$ cat src/rtl/adder_share_sched.sv
// Two-requester scheduler that time-shares one 12-bit ripple-carry adder to
// produce a 24-bit add/subtract in two passes (low half, then high half).

module adder_share_add12 (
   input  logic [11:0] a,
   input  logic [11:0] b,
   input  logic        cin,
   output logic [11:0] sum,
   output logic        cout
);

   always_comb begin
      logic c;
      c   = cin;
      sum = '0;
      for (int i = 0; i < 12; i++) begin
         sum[i] = a[i] ^ b[i] ^ c;
         c      = (a[i] & b[i]) | (c & (a[i] ^ b[i]));
      end
      cout = c;
   end

endmodule

module adder_share_sched #(
   parameter int ROUND_ROBIN = 1
) (
   input  logic        clock,
   input  logic        reset,
   input  logic        req0_valid,
   output logic        req0_ready,
   input  logic [23:0] req0_a,
   input  logic [23:0] req0_b,
   input  logic        req0_sub,
   input  logic        req1_valid,
   output logic        req1_ready,
   input  logic [23:0] req1_a,
   input  logic [23:0] req1_b,
   input  logic        req1_sub,
   output logic        resp_valid,
   output logic        resp_id,
   output logic [23:0] resp_sum,
   output logic        resp_cout,
   output logic        resp_ovf
);

   typedef enum logic [1:0] {
      IDLE = 2'd0,
      LO   = 2'd1,
      HI   = 2'd2
   } state_t;

   state_t      state, state_nx;
   logic        last_grant;
   logic        grant1;
   logic        accept;

   logic [23:0] op_a;
   logic [23:0] op_b;
   logic        op_cin;
   logic        op_id;
   logic [11:0] lo_sum;
   logic        c12;

   logic [11:0] add_a;
   logic [11:0] add_b;
   logic        add_cin;
   logic [11:0] add_sum;
   logic        add_cout;

   // Overflow only possible when both operands share a sign the result lacks.
   function automatic logic signed_ovf(input logic a_msb, input logic b_msb,
                                       input logic s_msb);
      return (a_msb == b_msb) && (s_msb != a_msb);
   endfunction

   always_comb begin
      grant1     = 1'b0;
      req0_ready = 1'b0;
      req1_ready = 1'b0;
      state_nx   = state;
      add_a      = op_a[11:0];
      add_b      = op_b[11:0];
      add_cin    = op_cin;

      if (ROUND_ROBIN != 0)
         grant1 = req1_valid && (!req0_valid || !last_grant);
      else
         grant1 = req1_valid && !req0_valid;

      if (reset && state == IDLE) begin
         req0_ready = req0_valid && !grant1;
         req1_ready = grant1;
      end

      case (state)
         IDLE: if (req0_ready || req1_ready) state_nx = LO;
         LO:   state_nx = HI;
         HI:   state_nx = IDLE;
         default: state_nx = IDLE;
      endcase

      // The high pass reuses the same adder with the chained carry.
      if (state == HI) begin
         add_a   = op_a[23:12];
         add_b   = op_b[23:12];
         add_cin = c12;
      end
   end

   assign accept = req0_ready || req1_ready;

   adder_share_add12 u_add (
      .a    (add_a),
      .b    (add_b),
      .cin  (add_cin),
      .sum  (add_sum),
      .cout (add_cout)
   );

   always_ff @(posedge clock) begin
      if (!reset) begin
         state      <= IDLE;
         last_grant <= 1'b1;
         resp_valid <= 1'b0;
         resp_id    <= 1'b0;
         resp_sum   <= '0;
         resp_cout  <= 1'b0;
         resp_ovf   <= 1'b0;
      end else begin
         state      <= state_nx;
         resp_valid <= (state == HI);
         if (accept)
            last_grant <= req1_ready;
         if (state == HI) begin
            resp_id   <= op_id;
            resp_sum  <= {add_sum, lo_sum};
            resp_cout <= add_cout;
            resp_ovf  <= signed_ovf(op_a[23], op_b[23], add_sum[11]);
         end
      end
   end

   // Operand capture and low-half result: data only, no reset needed.
   always_ff @(posedge clock) begin
      if (accept) begin
         op_id <= req1_ready;
         if (req1_ready) begin
            op_a   <= req1_a;
            op_b   <= req1_sub ? ~req1_b : req1_b;
            op_cin <= req1_sub;
         end else begin
            op_a   <= req0_a;
            op_b   <= req0_sub ? ~req0_b : req0_b;
            op_cin <= req0_sub;
         end
      end
      if (state == LO) begin
         lo_sum <= add_sum;
         c12    <= add_cout;
      end
   end

endmodule

$ cat config.mk
export PLATFORM = sky130hd
export DESIGN_NAME = adder_share_sched
export DESIGN_NICKNAME = d
export VERILOG_FILES = /design/src/rtl/adder_share_sched.sv
export SDC_FILE = /design/constraint.sdc
export NUM_CORES = 1
export LEC_CHECK = 0
export CORE_ASPECT_RATIO = 1.75
export CORE_MARGIN = 2
export CORE_UTILIZATION = 40
export DETAILED_ROUTE_END_ITERATION = 10
export MAX_ROUTING_LAYER = met4
export PLACE_DENSITY = 0.69
export SLEW_MARGIN = 5
export SYNTH_ARGS = -nofsm -noshare
export SYNTH_HDL_FRONTEND = slang
export SYNTH_SLANG_ARGS = --single-unit
$ cat constraint.sdc
create_clock -name clock -period 7.3 [get_ports clock]
set_input_delay 0.73 -clock clock [delete_from_list [all_inputs] [get_ports clock]]
set_output_delay 0.73 -clock clock [all_outputs]
set_load 0.02 [all_outputs]
======== Word level (Yosys, flattened, before mapping) ========
Cells that the tools add are included.
cells by class
  equal/unequal tests ..................... 5
  multiplexer cells ....................... 12
  bitwise logic cells ..................... 62
  reductions and logical operators ........ 10
operators by type and width
  operator              count
  $mux W24              4
  $not A24 Y24          2
  $and A1 B1 Y1         24
  $mux W12              2
  $xor A1 B1 Y1         24
  $or A1 B1 Y1          12
  $logic_and A1 B1 Y1   4
  $mux W1               4
  $pmux W2 S2           1
  $logic_not A1 Y1      3
  $eq A2 B1 Y1 const B  1
  $eq A2 B2 Y1 const B  1
  $logic_not A2 Y1      1
  $logic_or A1 B1 Y1    2
  $mux W2               1
  $ne A2 B2 Y1 const B  1
  $eq A1 B1 Y1          1
  $ne A1 B1 Y1          1
storage, ports and cells
  register bits after elaboration ......... 94
  output and inout port bits .............. 30
  word-level logic and storage cells ...... 102

======== Longest topological paths before layout ========
Gate-level depths: netlist (run 1).
  depth in word-level cells ............... 28
  gate-level depth with buffers ........... 21
  gate-level depth less buffers ........... 19

======== By module ========
Synthesis (run 1) repeated with hierarchy kept, for this count alone.
unflattened totals
  cell total of the unflattened synthesis .. 413
  area total of the unflattened synthesis .. 4782.1 µm²
modules (own cells, without submodules)
  module             instances  cells each  area an instance (µm²)  sequential area each (µm²)
  adder_share_sched  1          391         4504.3                  2512.4
  adder_share_add12  1          22          277.8                   0.0

======== Least setup slack after synthesis (run 1) ========
OpenSTA, ideal clock, no wires.
  path kind ............................... reg-to-reg
  start point ............................. reg state[1]
  end point ............................... reg resp_ovf
  arrival ................................. 6.687 ns
  required time ........................... 7.226 ns
  path slack .............................. 0.539 ns
  cell stages (with the launch flop) ...... 22
  period minus slack after synthesis ...... 6.761 ns
  cell sequence ........................... dfxtp_1 -> nor2b_1 -> buf_2 -> buf_2 -> mux2i_1 -> fa_1 -> fa_1 -> fa_1 -> fa_1 -> fa_1 -> fa_1 -> fa_1 -> fa_1 -> fa_1 -> inv_1 -> fa_1 -> inv_1 -> fa_1 -> inv_1 -> fa_1 -> or3b_2 -> a31oi_1
between the ends
  word-level cells in the longest chain between the ends .. 28
ends and longest elaborated chain
  what                    RTL line  text
  from (decl)             53        state_t state, state_nx;
  from (signal assigned)  131       state <= state_nx;
  $eq A2 B2 Y1 *          104       if (state == HI) begin
  $mux W12                104
  $xor A1 B1 Y1           18        c = (a[i] & b[i]) | (c & (a[i] ^ b[i]));
  $and A1 B1 Y1           18
  $or A1 B1 Y1            18
  $and A1 B1 Y1           18
  $or A1 B1 Y1            18
  $and A1 B1 Y1           18
  [13 not listed]         -
  $and A1 B1 Y1           18
  $or A1 B1 Y1            18
  $and A1 B1 Y1           18
  $or A1 B1 Y1            18
  $xor A1 B1 Y1 *         17        sum[i] = a[i] ^ b[i] ^ c;
  via add_sum[11]         68        logic [11:0] add_sum;
  $ne A1 B1 Y1 *          74        return (a_msb == b_msb) && (s_msb != a_msb);
  $logic_and A1 B1 Y1 *   74
  to (signal assigned)    139       resp_ovf <= signed_ovf(op_a[23], op_b[23], add_sum[11]);
  to (decl)               44        output logic resp_ovf
The timed path passes the listed nets; every way through them passes the cells marked *.
A chain may end at the register's enable or synchronous reset.

======== Worst setup path in the final report (run 1) ========
Same ends and word-level chain as after synthesis.

==> results of run 1 <==
routing by layer:
layer  wire length, um  vias up  GRT usage [%]
met3               346       11           2.23
met2              4500       85           24.0
met4               185        0           6.80
li1                  -     1500              -
met1              3530     1375           16.6
met5                 0        -              -
flip-flops by register name, indices dropped and copies added, names as in the netlist:
signal      cells
op_a           24
op_cin          1
lo_sum         12
resp_cout       1
resp_ovf        1
resp_id         1
c12             1
op_id           1
state           2
resp_valid      1
resp_sum       24
op_b           24
last_grant      1
power breakdown:
group / switching (mW) / total, mW / internal [mW]
logic: 0.116 / 0.259 / 0.144
clock network: 0.178 / 0.417 / 0.239
registers: 0.0144 / 0.640 / 0.626
total: 0.308 / 1.32 / 1.01
stage by stage:
stage / std cells / setup WS [ns]
6_report: 631 / 0.545
5_1_grt: 631 / 0.263
3_5_place_dp: 615 / 0.535
2_1_floorplan: 367 / 0.539
4_1_cts: 631 / 0.505
3_3_place_gp: 615 / 0.641
area by class of cell:
class / count / area share (%)
multi-input cells: 236 / 32.2
inverters: 14 / 0.820
clock inverters: 2 / 0.137
well taps: 135 / 2.63
flip-flops and latches: 94 / 39.2
repair buffers: 136 / 21.0
clock buffers: 14 / 3.96
kinds of logic after synthesis:
family / synth area share, %
muxes: 17.4
and+or+nand+nor: 6.76
xor gates and xnor gates: 8.87
adders and majority gates: 5.07
AOI/OAI and AO/OA: 5.09
buffers and inverters: 3.80
DFF: 53.0
worst paths after layout:
path              slack [ns]      endpoint  depth (start not counted)
setup / recovery        0.55      resp_ovf                         19
hold reg to reg         0.47  resp_sum[10]                          2
hold / removal          0.47  resp_sum[10]                          2
setup reg to reg        0.55      resp_ovf                         19
worst min-delay path, cell delays in order (launching register included):
cell	delay [ns]
sky130_fd_sc_hd__dfxtp_1	0.31
sky130_fd_sc_hd__nand2_1	0.04
sky130_fd_sc_hd__a21boi_0	0.06
cell usage after synthesis, drive strengths merged, types with 2 or more instances:
cell type   n
a21boi     22
and2        2
buf        18
clkbuf      5
dfxtp      31
edfxtp     63
fa         12
inv        14
mux2       25
mux2i      45
nand2      61
nand2b      2
nor2b       2
o211a       4
o21a        2
o21ai       2
xnor2      48
==> metrics.csv, run 1 <==
metric,value,unit
timing.fmax,148,MHz
multi_input_comb_area,2070,um2
postPlaceCellArea,6150,um2
filler_cell_count,983,
min-delay-start,resp_sum[10],
fin_worst_hold_slack,0.467,ns
buffer_cell_driving_the_clock_tree_root,sky130_fd_sc_hd__clkbuf_16,
timing_max_transition_violations_final,0,
fp-row-count,52,
place_congestion,0.698,
yosys_warnings,0,
worst_setup_path_startpoint,state[1],
route.detailed.wl_per_inst,13.6,um
io_pins,132,
synth_top_cells_by_area,"sky130_fd_sc_hd__edfxtp_1 40%, sky130_fd_sc_hd__dfxtp_1 13%, sky130_fd_sc_hd__mux2i_1 9.5%",
ctsLongestPathBuffers,2,
peakVddDrop,0.000106,V
detailedRoute.firstPassIterationCount,4,
timing.final.hold_violations,0,
insertedDiodeCount,0,
worstPathMaxFanout,6,
layout_worst_path_cycle_share,92.5,%
outcome,"finished, final reports clean",
setup_viol,0,
most_used_cell_cp,sky130_fd_sc_hd__fa_1,
async_reset_ff_share,0,%
cts_made_buffers,9,
cp_cell_sequence,nor2b_4 -> mux2i_1 -> fa_1 -> fa_1 -> fa_1 -> fa_1 -> fa_1 -> fa_1 -> fa_1 -> fa_1 -> fa_1 -> inv_1 -> fa_1 -> inv_1 -> fa_1 -> inv_1 -> fa_1 -> or3b_2 -> a31oi_1,
dieWidth,86.3,um
synth_sequential_area_ratio,53.0,%
cpLargestDelayFamily,adder cells,
drc,0,
place.port_buffers,131,
critPathLaunchType,flip-flop,
worstPathArrival,7.03,ns
syn_inst,367,
die_ar,12800,um2
first_global_vias,2975,
worst_setup_hold_path_clk_slew,0.06,ns
totalWireLength,8560,um
critPathRequiredTime,7.57,ns
postCtsResizedCells,0,
detail_route.vias_per_cell,4.71,
critical_path_buf_inv_count,3,
layout_commonest_cell,sky130_fd_sc_hd__clkdlybuf4s50_1,
timing.max_slew.rel_slack,22.8,%
num_vias,2971,
holdBufCountCts,0,
postSynthRegisterBits,94,
area_added_between_synthesis_and_finish,35.3,%
initial_utilization,40.9,%
power,1.32,mW
synth-edff-count,63,
route.antenna.remaining_nets,0,
number_of_antenna_violations_at_the_first_check_in_global_routing,0,
synth.top_cell.area_share,39.9,%
drt_iter0_drc,95,
mappedNetlistNets,481,
leakagePower,2.55,nW
power_per_cell_area,205,nW/um2
yosysTopAreaCell,sky130_fd_sc_hd__edfxtp_1,
worst_r2r_startpoint,state[1],
holdCritPathClass,reg2reg,
h-tree-depth,3,
finalInstanceArea,6410,um2
end_kind,flip-flop,
synthesis.area_per_instance,12.9,um2
finalCoreUtilization,55.4,%
grt.overflow.total,0,
netlist_area,4740,um2
ys_dominant_reg_cell,sky130_fd_sc_hd__edfxtp_1,
tritoncts,yes,
final.setup.tns,0,ns
clkSinkCount,94,
grt_pass1_wl,13900,um
drive_above_1_share,9.48,%
synth_cell_type_count,27,
post-dp-hpwl,6530,um
worst_skew_pair.late_latency,0.34,ns
timing.critical_path.slowest_stage_cell,sky130_fd_sc_hd__fa_1,
cts_setup_buffers,0,
drv_cap,0,
timing_worst_setup_path_type,reg2reg,
critPathMaxStageDelay,0.48,ns
layout.area.seq,2510,um2
final_cell_mix,"131 x sky130_fd_sc_hd__clkdlybuf4s50_1, 63 x sky130_fd_sc_hd__edfxtp_1, 61 x sky130_fd_sc_hd__nand2_1, 48 x sky130_fd_sc_hd__xnor2_1, 45 x sky130_fd_sc_hd__mux2i_1",
grt_setup_unrepaired,no,
groute.usage.overall,14.3,%
worst_slew_pin_slew,1.16,ns
grt_start_max_net_pins,51,
fp.dieH,148,um
coreArea,11600,um2
worst_clock_skew,0.00635,ns
final_net_count,605,
layout_min_cycle_time,6.75,ns
(Power assumes the default switching activity.)
==> run 2: changes to the inputs <==
==> constraint.sdc (replaced) <==
create_clock -name clock -period 6.96 [get_ports clock]
set_input_delay 0.696 -clock clock [delete_from_list [all_inputs] [get_ports clock]]
set_output_delay 0.696 -clock clock [all_outputs]
set_load 0.02 [all_outputs]
==> metrics.csv, run 2 (synthesis gave the netlist of run 1 again) <==
metric,value,unit
cts_made_buffers,9,
place_congestion,0.702,
setup.reg_to_reg.worst_slack,0.34,ns
dieWidth,86.3,um
internal_power,1.08,mW
critPathLaunchType,flip-flop,
worstPathArrival,6.89,ns
drive_above_1_share,10.7,%
layout_min_cycle_time,6.62,ns
grt.overflow.total,0,
final_cell_mix,"131 x sky130_fd_sc_hd__clkdlybuf4s50_1, 63 x sky130_fd_sc_hd__edfxtp_1, 61 x sky130_fd_sc_hd__nand2_1, 48 x sky130_fd_sc_hd__xnor2_1, 45 x sky130_fd_sc_hd__mux2i_1",
combinationalPowerShare,19.2,%
first_global_vias,3027,
worst_slack_setup_final,0.344,ns
whs_path_depth,2,
clkSinkCount,94,
final.setup.tns,0,ns
final_net_count,606,
insertedDiodeCount,0,
fp-row-count,52,
post-dp-hpwl,6770,um
route.antenna.remaining_nets,0,
drt_iter0_drc,86,
die_ar,12800,um2
min-delay-start,resp_sum[7],
post-place-ws,0.202,ns
layout_commonest_cell,sky130_fd_sc_hd__clkdlybuf4s50_1,
power_per_cell_area,220,nW/um2
fp.dieH,148,um
worst_slew_pin_slew,1.17,ns
power.share.sequential,47.3,%
tritoncts,yes,
place.port_buffers,131,
grt_setup_unrepaired,no,
outcome,"finished, final reports clean",
buffer_cell_driving_the_clock_tree_root,sky130_fd_sc_hd__clkbuf_16,
drv_cap,0,
timing.fmax,151,MHz
critical_path_buf_inv_count,3,
detail_route.vias_per_cell,4.77,
cpLargestDelayFamily,adder cells,
groute.usage.overall,14.9,%
timing_max_transition_violations_final,0,
worst_clock_skew,0.0105,ns
most_used_cell_cp,sky130_fd_sc_hd__fa_1,
critPathMaxStageDelay,0.48,ns
setup_viol,0,
clockPowerShare,33.5,%
switching_component_of_the_power,340,uW
coreArea,11600,um2
ctsLongestPathBuffers,2,
layout_worst_path_cycle_share,95.1,%
grt_pass1_wl,14400,um
finalCoreUtilization,55.7,%
timing.critical_path.slowest_stage_cell,sky130_fd_sc_hd__fa_1,
timing.final.hold_violations,0,
worst_skew_pair.late_latency,0.35,ns
initial_utilization,40.9,%
timing.max_slew.rel_slack,21.9,%
area_added_between_synthesis_and_finish,36.1,%
grt_start_max_net_pins,51,
cp_cell_sequence,nor2b_4 -> mux2i_1 -> fa_1 -> fa_1 -> fa_1 -> fa_1 -> fa_1 -> fa_1 -> fa_1 -> fa_1 -> fa_1 -> inv_1 -> fa_1 -> inv_1 -> fa_1 -> inv_1 -> fa_1 -> or3b_2 -> a31oi_1,
peakVddDrop,0.000107,V
route.detailed.wl_per_inst,13.9,um
holdCritPathClass,reg2reg,
reg2reg_to,resp_ovf,
worst_setup_hold_path_clk_slew,0.07,ns
timing.hold.worst_endpoint,resp_sum[7],
io_pins,132,
postPlaceCellArea,6150,um2
number_of_antenna_violations_at_the_first_check_in_global_routing,0,
end_kind,flip-flop,
h-tree-depth,3,
worst_r2r_path_cells,19,
detailedRoute.firstPassIterationCount,4,
finalInstanceArea,6450,um2
timing_worst_setup_path_type,reg2reg,
switching_share,23.9,%
worst_r2r_startpoint,state[1],
critPathRequiredTime,7.24,ns
totalWireLength,8800,um
num_vias,3016,
largest_registers,"op_a x24, op_b x24, resp_sum x24",
drc,0,
worstPathMaxFanout,6,
leakagePower,2.58,nW
[run 2: layout make-up]
type	count	area, um2
fill	994	5130
sequential	94	2510
multi-input combinational	236	2070
timing repair buffer	137	1360
clock buffer	12	268
tap	135	169
inverter	14	52.6
clock inverter	4	26.3
[run 2: worst max-delay path by stage]
stage / from / endpoint / slack, ns / cells past startpoint
floorplan: state[1] / resp_ovf / 0.20 / 21
global placement: state[1] / resp_ovf / 0.30 / 19
detailed placement: state[1] / resp_ovf / 0.20 / 19
CTS: state[1] / resp_ovf / 0.19 / 19
global route: state[1] / resp_ovf / 0.05 / 19
finish: state[1] / resp_ovf / 0.34 / 19
[run 2: layer usage]
metal / track usage, % / wire [um] / up-vias
met1: 16.9 / 3500 / 1392
met3: 3.02 / 395 / 17
li1: - / - / 1503
met4: 6.17 / 201 / 0
met5: - / 0 / -
met2: 25.3 / 4710 / 104
[run 2: per-stage QoR]
| step | hold WS, ns | total power, mW | cells |
|---|---|---|---|
| floorplan | 0.496 | 0.846 | 367 |
| global placement | 0.457 | 0.953 | 615 |
| detailed placement | 0.465 | 0.962 | 615 |
| CTS | 0.475 | 1.44 | 631 |
| global route | 0.482 | 1.49 | 632 |
| finish | 0.471 | 1.42 | 632 |
[run 2: tightest hold or removal path, cell delays in order, from the launching register on]
cell	delay, ns
sky130_fd_sc_hd__dfxtp_1	0.31
sky130_fd_sc_hd__nand2_1	0.05
sky130_fd_sc_hd__a21boi_0	0.06
[run 2: what timing repair did]
| action | in CTS | in global routing |
|---|---|---|
| gates resized for setup | 0 | 1 |
| buffers inserted | 0 | 1 |
| hold buffers | 0 | 0 |
| setup endpoints to repair | 0 | 1 |
[run 2: power by group through the flow]
| stage | Combinational (mW) | Clock, mW | Sequential [mW] |
|---|---|---|---|
| CTS | 0.278 | 0.485 | 0.672 |
| global route | 0.302 | 0.508 | 0.676 |
| detailed placement | 0.278 | 0 | 0.684 |
| floorplan | 0.157 | 0 | 0.689 |
| finish | 0.273 | 0.476 | 0.672 |
| global placement | 0.271 | 0 | 0.683 |
==> run 3: changes to the inputs <==
--- a/config.mk
+++ b/config.mk
@@ -6,12 +6,10 @@
 export NUM_CORES = 1
 export LEC_CHECK = 0
 export CORE_ASPECT_RATIO = 1.75
-export CORE_MARGIN = 2
 export CORE_UTILIZATION = 40
 export DETAILED_ROUTE_END_ITERATION = 10
 export MAX_ROUTING_LAYER = met4
 export PLACE_DENSITY = 0.69
-export SLEW_MARGIN = 5
 export SYNTH_ARGS = -nofsm -noshare
 export SYNTH_HDL_FRONTEND = slang
 export SYNTH_SLANG_ARGS = --single-unit
==> metrics.csv, run 3 (synthesis gave the netlist of run 1 again) <==
metric,value,unit
outcome,finished with violations,
violations,design-rule violations,
setup_viol,0,
drc,15,
final.setup.tns,0,ns
drive_above_1_share,11.0,%
drv_cap,0,
switching_component_of_the_power,331,uW
layout_commonest_cell,sky130_fd_sc_hd__clkdlybuf4s50_1,
holdCritPathClass,reg2reg,
worstPathMaxFanout,7,
timing.fmax,151,MHz
route.detailed.wl_per_inst,13.9,um
grt_setup_unrepaired,no,
critPathRequiredTime,7.22,ns
layout_worst_path_cycle_share,95.0,%
grt.overflow.total,0,
final_cell_mix,"131 x sky130_fd_sc_hd__clkdlybuf4s50_1, 63 x sky130_fd_sc_hd__edfxtp_1, 61 x sky130_fd_sc_hd__nand2_1, 48 x sky130_fd_sc_hd__xnor2_1, 45 x sky130_fd_sc_hd__mux2i_1",
finalCoreUtilization,56.1,%
worst_slew_pin_slew,1.22,ns
num_vias,3008,
first_global_vias,3126,
route.antenna.remaining_nets,0,
layout.area.seq,2510,um2
multi_input_comb_area,2070,um2
clockPowerShare,35.6,%
internal_power,1.14,mW
largest_registers,"op_a x24, op_b x24, resp_sum x24",
buffer_cell_driving_the_clock_tree_root,sky130_fd_sc_hd__clkbuf_16,
cts_made_buffers,9,
post-dp-hpwl,6700,um
critPathLaunchType,flip-flop,
filler_cell_count,1001,
detailedRoute.firstPassIterationCount,7,
end_kind,flip-flop,
worst_setup_hold_path_clk_slew,0.06,ns
detail_route.vias_per_cell,4.75,
peakVddDrop,0.000107,V
power.share.sequential,45.8,%
place.port_buffers,131,
coreArea,11600,um2
fp-row-count,52,
area_added_between_synthesis_and_finish,37.1,%
power_per_cell_area,226,nW/um2
groute.usage.overall,15.6,%
totalWireLength,8800,um
combinationalPowerShare,18.6,%
drt_iter0_drc,138,
fp.dieH,146,um
timing.final.hold_violations,0,
worst_skew_pair.late_latency,0.34,ns
timing.max_slew.rel_slack,18.7,%
worstPathArrival,6.88,ns
initial_utilization,40.9,%
io_pins,132,
clkSinkCount,94,
dieWidth,84.3,um
insertedDiodeCount,0,
die_ar,12300,um2
worst_clock_skew,0.00585,ns
ctsLongestPathBuffers,2,
timing_worst_setup_path_type,reg2reg,
tritoncts,yes,
h-tree-depth,3,
grt_start_max_net_pins,51,
place_congestion,0.724,
final_net_count,607,
leakagePower,2.60,nW
number_of_antenna_violations_at_the_first_check_in_global_routing,0,
switching_share,22.5,%
grt_pass1_wl,14600,um
timing_max_transition_violations_final,0,
layout_min_cycle_time,6.62,ns
## run 3: metrics by stage
| step | std cells | cell area [um2] | setup slack (ns) | hold slack (ns) | total power [mW] |
|---|---|---|---|---|---|
| 2_1_floorplan | 367 | 4740 | 0.199 | 0.496 | 0.846 |
| 3_3_place_gp | 615 | 6150 | 0.234 | 0.457 | 0.953 |
| 3_5_place_dp | 615 | 6150 | 0.0727 | 0.466 | 0.961 |
| 4_1_cts | 631 | 6480 | 0.0613 | 0.475 | 1.48 |
| 5_1_grt | 633 | 6500 | 0.0332 | 0.488 | 1.53 |
| 6_report | 633 | 6500 | 0.345 | 0.468 | 1.47 |
## run 3: layout make-up
type,instances,share of cell area (%)
flip-flops and latches,94,38.7
clock inverters,2,0.539
repair buffers,138,21.0
clock buffers,14,4.54
inverters,14,0.809
well taps,135,2.60
multi-input cells,236,31.8
## run 3: what timing repair did
item	CTS	global route
gates resized for setup	0	2
setup endpoints to repair	0	2
setup buffers	0	2
hold buffers	0	0
## run 3: final timing paths
path / startpoint / end / slack (ns) / depth (start not counted)
worst min-delay path: resp_sum[16] / resp_sum[16] / 0.47 / 2
worst min register to register: resp_sum[16] / resp_sum[16] / 0.47 / 2
worst max register to register: state[1] / resp_ovf / 0.34 / 19
worst max-delay path: state[1] / resp_ovf / 0.34 / 19
## run 3: worst max-delay path, stage by stage (launching register included)
cell	delay (ns)
sky130_fd_sc_hd__dfxtp_2	0.40
sky130_fd_sc_hd__nor2b_4	0.26
sky130_fd_sc_hd__mux2i_1	0.14
sky130_fd_sc_hd__fa_1	0.46
sky130_fd_sc_hd__fa_1	0.46
sky130_fd_sc_hd__fa_1	0.47
sky130_fd_sc_hd__fa_2	0.42
sky130_fd_sc_hd__fa_1	0.46
sky130_fd_sc_hd__fa_1	0.48
sky130_fd_sc_hd__fa_1	0.46
sky130_fd_sc_hd__fa_1	0.46
sky130_fd_sc_hd__fa_1	0.43
sky130_fd_sc_hd__inv_1	0.09
sky130_fd_sc_hd__fa_1	0.18
sky130_fd_sc_hd__inv_1	0.06
sky130_fd_sc_hd__fa_1	0.41
sky130_fd_sc_hd__inv_1	0.09
sky130_fd_sc_hd__fa_1	0.21
sky130_fd_sc_hd__or3b_2	0.45
sky130_fd_sc_hd__a31oi_1	0.16
## run 3: layer usage
metal	global-route usage [%]	up-vias	wire, um
met2	27.4	82	4850
met1	17.4	1407	3470
met5	-	-	0
met3	2.49	13	314
li1	-	1506	-
met4	6.47	0	164
## run 3: power groups by stage
stage,sequential (mW),combinational (mW),clock (mW)
after global placement,0.682,0.271,0
after global routing,0.676,0.303,0.551
final,0.672,0.273,0.522
after detailed placement,0.684,0.277,0
after floorplan,0.689,0.157,0
after CTS,0.673,0.277,0.530
